`config.mk`:
```
export PLATFORM = sky130hd
export DESIGN_NAME = pipelined_adder
export DESIGN_NICKNAME = d
export VERILOG_FILES = /design/src/rtl/pipelined_adder.sv
export SDC_FILE = /design/constraint.sdc
export NUM_CORES = 1
export LEC_CHECK = 0
export ABC_AREA = 1
export CAP_MARGIN = 20
export CORE_UTILIZATION = 45
export DETAILED_ROUTE_END_ITERATION = 10
export DONT_BUFFER_PORTS = 1
export HOLD_SLACK_MARGIN = 0.02
export RECOVER_POWER = 50
export SYNTH_ARGS = -nofsm -noshare
export SYNTH_HDL_FRONTEND = slang
export SYNTH_SLANG_ARGS = --single-unit
export TNS_END_PERCENT = 30
```
`constraint.sdc`:
```
create_clock -name clk -period 2.63 [get_ports clk]
set_input_delay 0.526 -clock clk [delete_from_list [all_inputs] [get_ports clk]]
set_output_delay 0.526 -clock clk [all_outputs]
set_load 0.01 [all_outputs]
```
`src/rtl/pipelined_adder.sv`:
```
// pipelined_adder: chunked add/subtract pipeline, one CW-bit chunk resolved per stage,
// with a valid bit per stage and a global stall driven by the output handshake.
module pipelined_adder #(
   parameter int WIDTH  = 14,
   parameter int STAGES = 2
) (
   input  logic             clk,
   input  logic             rst_n,
   input  logic [WIDTH-1:0] a,
   input  logic [WIDTH-1:0] b,
   input  logic             op,
   input  logic             in_valid,
   output logic             in_ready,
   output logic [WIDTH:0]   sum,
   output logic             out_valid,
   input  logic             out_ready
);
   localparam int CW = WIDTH / STAGES;
   localparam int L  = STAGES - 1;

   logic [WIDTH-1:0] a_q [STAGES], b_q [STAGES], s_q [STAGES];
   logic [WIDTH-1:0] a_d [STAGES], b_d [STAGES], s_d [STAGES], s_p [STAGES];
   logic             c_q [STAGES], op_q [STAGES], v_q [STAGES];
   logic             c_d [STAGES], op_d [STAGES], v_d [STAGES], c_p [STAGES];
   logic [CW:0]      add;
   logic             stall;

   assign stall     = out_valid && !out_ready;
   assign in_ready  = !stall;
   assign out_valid = v_q[L];
   // top bit is carry for add, inverted carry (borrow) for subtract
   assign sum       = {c_q[L] ^ op_q[L], s_q[L]};

   always_comb begin
      a_d[0]  = a;
      b_d[0]  = op ? ~b : b;
      op_d[0] = op;
      v_d[0]  = in_valid;
      s_p[0]  = '0;
      c_p[0]  = op;
      for (int i = 1; i < STAGES; i++) begin
         a_d[i]  = a_q[i-1];
         b_d[i]  = b_q[i-1];
         op_d[i] = op_q[i-1];
         v_d[i]  = v_q[i-1];
         s_p[i]  = s_q[i-1];
         c_p[i]  = c_q[i-1];
      end
      add = '0;
      for (int i = 0; i < STAGES; i++) begin
         add    = {1'b0, a_d[i][i*CW +: CW]} + {1'b0, b_d[i][i*CW +: CW]} + (CW+1)'(c_p[i]);
         s_d[i] = s_p[i] | (WIDTH'(add[CW-1:0]) << (i*CW));
         c_d[i] = add[CW];
      end
   end

   always_ff @(posedge clk) begin
      if (!rst_n) begin
         for (int i = 0; i < STAGES; i++) begin
            a_q[i]  <= '0;
            b_q[i]  <= '0;
            s_q[i]  <= '0;
            c_q[i]  <= 1'b0;
            op_q[i] <= 1'b0;
            v_q[i]  <= 1'b0;
         end
      end else if (!stall) begin
         for (int i = 0; i < STAGES; i++) begin
            a_q[i]  <= a_d[i];
            b_q[i]  <= b_d[i];
            s_q[i]  <= s_d[i];
            c_q[i]  <= c_d[i];
            op_q[i] <= op_d[i];
            v_q[i]  <= v_d[i];
         end
      end
   end
endmodule

```
==> results.cfg, run 1 <==
[grt]
gr-usage-all-layers_pct = 16.2
grt_max_degree = 21
grt_pass1_wl_mm = 6.42
grt_overflow = 0
antenna_found_initial = 0
first_global_vias = 1414

[placement]
numPortBuffers = 0
gp_congestion = 0.838
hpwl_mm = 2.77
place_area_um2 = 2360

[setup_path]
cp-end-kind = flip-flop
cp.arrival_ps = 1900
r2r_slack_ps = 650
criticalPathCategory = flip-flop to flip-flop
path_max_fanout = 16
critPathLaunchType = flip-flop
cp_data_required_time_ps = 2560

[cts]
cts_root_buffer = clkbuf_8
clk_pin_slew_ps = 80
tritoncts = done
cts_hold_buf = 0
cts_buffers = 5
clock_latency_ps = 290
cts_sinks = 41
cts_resized = 0
clockBufferDepth = 2
htreeDepth = 2
postCtsSetupBuffers = 0

[timing]
finalHoldViolCount = 0
drv_slew = 0
rsz0062_at_grt = no
layout_min_cycle_time_ps = 1980
worst_pin_slew_ps = 715
fin_setup_tns_ps = 0
relSlewSlack_pct = 52.2
clock_skew_ps = 5.38
setup_viol = 0
timing.hold.ws_ps = 443
max_freq_mhz = 506
finalCritPeriodShare_pct = 75.2

[yosys]
yosysUniqueCellTypes = 23
syn_avg_cell_area_um2 = 9.74
syn_area_um2 = 2290
yosysSeqAreaShare_pct = 53.8
synth_nets = 283
synthCells = 235
ys_warn_count = 0
synth-seq-cells = 41

[finish]
drive_gt1_share_pct = 6.64
final_util_pct = 51.1
finalInstanceArea_um2 = 2460
multi_input_area_um2 = 865
diodes = 0
layout_commonest_cell = nor2_1
syn2layout_area_growth_pct = 7.54
fin_nets = 288
final_cell_mix = nor2_1 (45), edfxtp_1 (41), inv_1 (40), nand2_1 (37), a21oi_1 (14)
n_fill_cell = 478
ff_latch_area_um2 = 1230

[routing]
drtIter0Drc = 55
via_per_inst = 4.66
via_count = 1436
drc = 0
wl_mm = 3.73
drt_pass1_iterations = 4
ant_nets = 0
wl_per_cell_um = 12.1

[floorplanning]
die_h_um = 73.3
die_w_um = 73.3
core-area_um2 = 4820
start_util_pct = 47.5
row_count = 25
ios = 50
die_area_um2 = 5380

[pwr]
ir_worst_vdd_mv = 0.265
power.density_nw_per_um2 = 648
report.power.total_uw = 1590
power.leakage_uw = 0.00116

[hold_path]
hp-class = input pin to flip-flop

[status]
outcome = finished clean

[flow_run]
maxCapViolations = 0
[worst max-delay path, cell delays in order (launching register included)]
cell      delay [ps]
edfxtp_1         470
nand3_1          540
clkbuf_1         600
[stage by stage]
step                      cells  worst slack [ps]
after CTS                   308               752
after global placement      300               796
final                       308               652
after floorplan             235               473
after global routing        308               487
after detailed placement    300               776
[final timing paths]
kind | cells past startpoint | startpoint | endpoint
max | 2 | v_q[0][1] | s_q[0][6]
min | 2 | in_valid | v_q[0][0]
max reg2reg | 2 | v_q[0][1] | s_q[0][6]
min reg2reg | 2 | s_q[0][6] | s_q[0][20]
[synth_stat cells (all sizes together)]
cell    instances  share of area [%]
a21oi          14                3.1
and2            1               0.38
buf             5                1.6
edfxtp         41                 54
fa              3                2.6
ha             12                6.6
inv            41                6.7
nand2          41                7.7
nand3          10                2.4
nand3b          1               0.33
nand4           1               0.27
nor2           45                7.4
nor3b           2               0.66
o21a            2               0.66
o21ai           1               0.22
or2             1               0.27
xnor2           7                2.7
xor2            7                2.7
[layer usage]
metal	track usage [%]	part of all wire [%]
met5	0	0
met1	20.6	49
met2	25.2	45
met3	4.25	4.0
met4	8.55	2.0
[report_power, final]
part           internal, uW  switching, uW  leakage, uW
clock network           279            212    0.0000518
logic                   102            156     0.000629
registers               805           39.8     0.000477
[sequential cells by signal, indices dropped and copies added, names as in the netlist]
signal,cells
op_q,2
s_q,21
v_q,2
a_q,7
c_q,2
b_q,7
[area by class of cell]
type | instances | area share (%)
inverter | 41 | 6.25
multi-input combinational | 148 | 35.1
clock inverter | 3 | 1.68
sequential | 41 | 50.0
tap | 67 | 3.40
clock buffer | 5 | 2.79
timing repair buffer | 3 | 0.762
[cell families (layout without fill, tap and decap cells)]
group	Yosys count	in the layout	synth area share, %
buf+inv	46	52	8.36
fa+ha+maj	15	15	9.18
flops	41	41	53.8
xor+xnor	14	14	5.36
compound gates	17	17	3.93
simple gates	102	102	19.4
No activity file was read; power rests on OpenSTA's default activity.
==> run 2, diff against run 1 <==
==> constraint.sdc (replaced) <==
create_clock -name clk -period 1.6 [get_ports clk]
set_input_delay 0.32 -clock clk [delete_from_list [all_inputs] [get_ports clk]]
set_output_delay 0.32 -clock clk [all_outputs]
set_load 0.01 [all_outputs]
==> run 2 against run 1 <==
- the flow now finishes with violations (setup timing)
- sequential cell count stayed put
- sequential power rose by 64%
- maximum frequency increased by 15%
- cell area rose by 1.9%
- die area unchanged
- cell count grew 1.9%
- register-to-register slack worse by 780 ps
- hold slack worse by 200 ps
- clock power increased by 27%
==> results.cfg, run 2 (synthesized netlist as in run 1, its figures left out) <==
[cts]
postCtsSetupBuffers = 0
clk_pin_slew_ps = 70
cts_sinks = 41
htreeDepth = 2
cts_buffers = 5
cts_hold_buf = 0
cts_root_buffer = clkbuf_8
clock_latency_ps = 290
tritoncts = done
clockBufferDepth = 2

[grt]
grt_overflow = 0
use_met3_pct = 4.25
grt_use_met2_pct = 27.5
grt_max_degree = 42
grt_busiest_layer = met2
grt_pass1_wl_mm = 6.29
gr-usage-all-layers_pct = 15.6
grtUsageMet1_pct = 18.1
first_global_vias = 1449
antenna_found_initial = 0

[floorplanning]
die_area_um2 = 5380
die_h_um = 73.3
row_count = 25
ios = 50
die_w_um = 73.3
core-area_um2 = 4820
start_util_pct = 47.5

[timing]
rsz0062_at_grt = yes
worst_pin_slew_ps = 548
fin_setup_tns_ps = -214
timing.hold.ws_ps = 241
setup_viol = 2
max_freq_mhz = 579
clock_skew_ps = 4.83
finalCritPeriodShare_pct = 108
drv_slew = 0
finalHoldViolCount = 0
layout_min_cycle_time_ps = 1730
setup_ws_ps = -127
relSlewSlack_pct = 63.4

[routing]
wl_mm = 3.60
ant_nets = 0
drt_pass1_iterations = 4
via_count = 1475
wl_per_cell_um = 11.4
drc = 0
via_per_inst = 4.70
drtIter0Drc = 91

[finish]
n_fill_cell = 480
syn2layout_area_growth_pct = 9.56
largest-register = s_q
diodes = 0
drive_gt1_share_pct = 13.0
final_cell_mix = nor2_1 (44), edfxtp_1 (41), inv_1 (38), nand2_1 (34), a21oi_1 (13)
largest_register_ffs = 21
reg.largest.list = s_q (21), a_q (7), b_q (7)
fin_nets = 294
layout_commonest_cell = nor2_1
final_util_pct = 52.1

[pwr]
ir_worst_vdd_mv = 0.391
power.density_nw_per_um2 = 981
report.power.total_uw = 2460
power.leakage_uw = 0.00118

[placement]
numPortBuffers = 0
dp_slack_ps = -185
gp_congestion = 0.783
hpwl_mm = 2.65

[setup_path]
critPathTopFamily = adder cells
cp-end-kind = flip-flop
path_cells = fa_2, inv_2, fa_1, inv_2, nand2_2, nand2_2, nand3b_1, nand3_1, nand2_1, nor2_1
cp.arrival_ps = 1780
critical_path_buf_inv_count = 2
path_max_fanout = 2
criticalPathCategory = flip-flop to flip-flop
cp_data_required_time_ps = 1650
slowest_stage = fa_2
critPathLaunchType = flip-flop
max_stage_delay_ps = 410

[status]
outcome = complete, but fails checks
violations = setup timing

[hold_path]
hp-class = input pin to flip-flop

[flow_run]
maxCapViolations = 0
-- run 2: cell types whose count changed in the layout (fill, tap and decap cells not counted), moves of 2 or more --
cell and delta:
inv_2 +2, nand3_1 -2, nand2_1 -3, nand2_2 +3
nand3_2 +2, buf_4 +6, inv_1 -2
-- run 2: worst paths after layout --
path	from	end	slack (ps)	cells after the start
hold reg to reg	s_q[0][0]	s_q[0][14]	550	2
setup reg to reg	c_q[0][0]	s_q[0][27]	-130	10
setup / recovery	c_q[0][0]	s_q[0][27]	-130	10
hold / removal	a[11]	a_q[0][11]	240	2
-- run 2: layout make-up --
class | count | area, um^2 | share of cell area (%)
clock buffers | 5 | 68.8 | 2.74
clock inverters | 3 | 12.5 | 0.499
inverters | 41 | 154 | 6.13
multi-input cells | 148 | 891 | 35.5
flip-flops and latches | 41 | 1230 | 49.1
well taps | 67 | 83.8 | 3.34
repair buffers | 9 | 67.6 | 2.69
-- run 2: what timing repair did --
item                                    in CTS  in global routing
pin swaps                                    0                  3
endpoints found under the setup margin       4                  7
gates resized for setup                      2                  7
-- run 2: power breakdown --
group / switching (uW) / internal, uW
logic: 259 / 188
registers: 65.1 / 1320
clock network: 331 / 293
-- run 2: per-stage QoR --
stage	instance area, um^2	instances
floorplan	2290	235
global placement	2420	306
detailed placement	2420	306
CTS	2500	314
global route	2510	314
finish	2510	314
-- run 2: metal layers --
layer  up-vias  part of all wire (%)
li1        767                     -
met1       669                    45
met2        34                    49
met3         5                   4.1
met4         0                   1.9
met5         -                     0
==> run 3, diff against run 2 <==
--- a/config.mk
+++ b/config.mk
@@ -11,7 +11,9 @@
 export DETAILED_ROUTE_END_ITERATION = 10
 export DONT_BUFFER_PORTS = 1
 export HOLD_SLACK_MARGIN = 0.02
+export PLACE_DENSITY = 0.63
 export RECOVER_POWER = 50
+export SKIP_LAST_GASP = 1
 export SYNTH_ARGS = -nofsm -noshare
 export SYNTH_HDL_FRONTEND = slang
 export SYNTH_SLANG_ARGS = --single-unit
==> run 3 against run 2 <==
- the run still ends with setup timing left
- die area unchanged
- maximum frequency down 1.2%
- wire length up 0.86%
- hold slack worse by 10 ps
- count of clock-buffer cells in the layout unchanged
- sequential power about the same
- core utilization up 0.052 points
- total power up 6.9%
==> results.cfg, run 3 (synthesized netlist as in run 1, its figures left out) <==
[routing]
drtIter0Drc = 65
via_count = 1441
drt_pass1_iterations = 4
wl_per_cell_um = 11.7
wl_met2_mm = 1.57
ant_nets = 0
via_per_inst = 4.63
dr_wl_met3_um = 183
wl_mm = 3.63
drc = 0
top_layer = met4
wl_met1_mm = 1.79

[status]
outcome = complete, but fails checks
violations = setup timing

[pwr]
power.leakage_uw = 0.00118
power.density_nw_per_um2 = 1050
ir_worst_vdd_mv = 0.393

[timing]
timing.hold.ws_ps = 231
max_freq_mhz = 572
finalCritPeriodShare_pct = 109
worst_pin_slew_ps = 533
relSlewSlack_pct = 64.5
setup_ws_ps = -148
finalHoldViolCount = 0
rsz0062_at_grt = yes
setup_viol = 3
drv_slew = 0
clock_skew_ps = 8.86
layout_min_cycle_time_ps = 1750

[floorplanning]
die_w_um = 73.3
die_area_um2 = 5380
die_h_um = 73.3
ios = 50
row_count = 25
start_util_pct = 47.5
core-area_um2 = 4820

[setup_path]
critPathLaunchType = flip-flop
cp-end-kind = flip-flop
path_max_fanout = 2
cp.arrival_ps = 1810
path_cells = fa_2, inv_2, fa_1, inv_2, nand2_2, nand2_2, nand3b_1, nand3_1, nand2_1, nor2_1
slowest_stage = edfxtp_1
max_stage_delay_ps = 410
critPathTopFamily = adder cells
cp_data_required_time_ps = 1660
critical_path_buf_inv_count = 2
cp-startpoint = a_q[0][7]
rr_startpoint = a_q[0][7]
criticalPathCategory = flip-flop to flip-flop

[cts]
cts_sinks = 41
postCtsSetupBuffers = 0
cts_root_buffer = clkbuf_8
clk_pin_slew_ps = 80
tritoncts = done
htreeDepth = 2
clock_latency_ps = 300
cts_buffers = 5
clockBufferDepth = 2

[hold_path]
hp-class = input pin to flip-flop
min_from = a[11]

[finish]
finalInstanceArea_um2 = 2510
final_cells = 311
layout_commonest_cell = nor2_1
final_util_pct = 52.1
drive_gt1_share_pct = 12.3
final_cell_mix = nor2_1 (44), edfxtp_1 (41), inv_1 (38), nand2_1 (34), a21oi_1 (13)
syn2layout_area_growth_pct = 9.67
diodes = 0
largest_register_ffs = 21
reg.largest.list = s_q (21), a_q (7), b_q (7)
fin_nets = 292
largest-register = s_q

[grt]
gr-usage-all-layers_pct = 15.6
grt_max_degree = 42
grt_overflow = 0
first_global_vias = 1344
grt_pass1_wl_mm = 6.11
antenna_found_initial = 0

[flow_run]
maxCapViolations = 0

[placement]
dp_slack_ps = -171
gp_congestion = 0.860
hpwl_mm = 2.65
dp_cells = 304
numPortBuffers = 0
place_area_um2 = 2410
-- run 3: cell count changes in the layout (fill, tap and decap cells not counted) --
cell	change
nand3_1	+1
bufinv_16	+1
o21ai_1	-1
clkinv_1	-2
nand3_2	-1
o21ai_0	+1
buf_4	-2
-- run 3: stage by stage --
stage | TNS [ps] | power, uW
finish | -260 | 2630
global route | -787 | 2770
CTS | -281 | 2640
detailed placement | -459 | 1850
global placement | -374 | 1840
floorplan | -903 | 1760
-- run 3: final timing paths --
path / to / slack, ps / depth (start not counted)
hold reg to reg: s_q[0][19] / 550 / 2
setup reg to reg: s_q[0][27] / -150 / 10
hold / removal: a_q[0][11] / 230 / 2
setup / recovery: s_q[0][27] / -150 / 10
-- run 3: cell type report --
cell class | count | area (um^2)
multi-input combinational | 148 | 886
tap | 67 | 83.8
clock buffer | 5 | 68.8
fill | 461 | 2310
timing repair buffer | 7 | 52.6
sequential | 41 | 1230
clock inverter | 2 | 35.0
inverter | 41 | 154
-- run 3: power by group --
| group | leakage (uW) | internal [uW] | switching, uW |
|---|---|---|---|
| clock network | 0.0000540 | 453 | 344 |
| registers | 0.000477 | 1320 | 64.7 |
| logic | 0.000649 | 183 | 263 |
-- run 3: layer usage --
metal | GRT usage (%) | up-vias
met2 | 22.6 | 48
met3 | 3.84 | 6
met5 | 0 | -
met1 | 22.0 | 624
met4 | 7.69 | 0
li1 | - | 763
-- run 3: repair_timing --
| action | in CTS | in global routing |
|---|---|---|
| setup endpoints to repair | 6 | 7 |
| hold buffers | 0 | 0 |
| resized for setup | 2 | 5 |
| gates cloned | 0 | 0 |
| pin swaps | 1 | 2 |
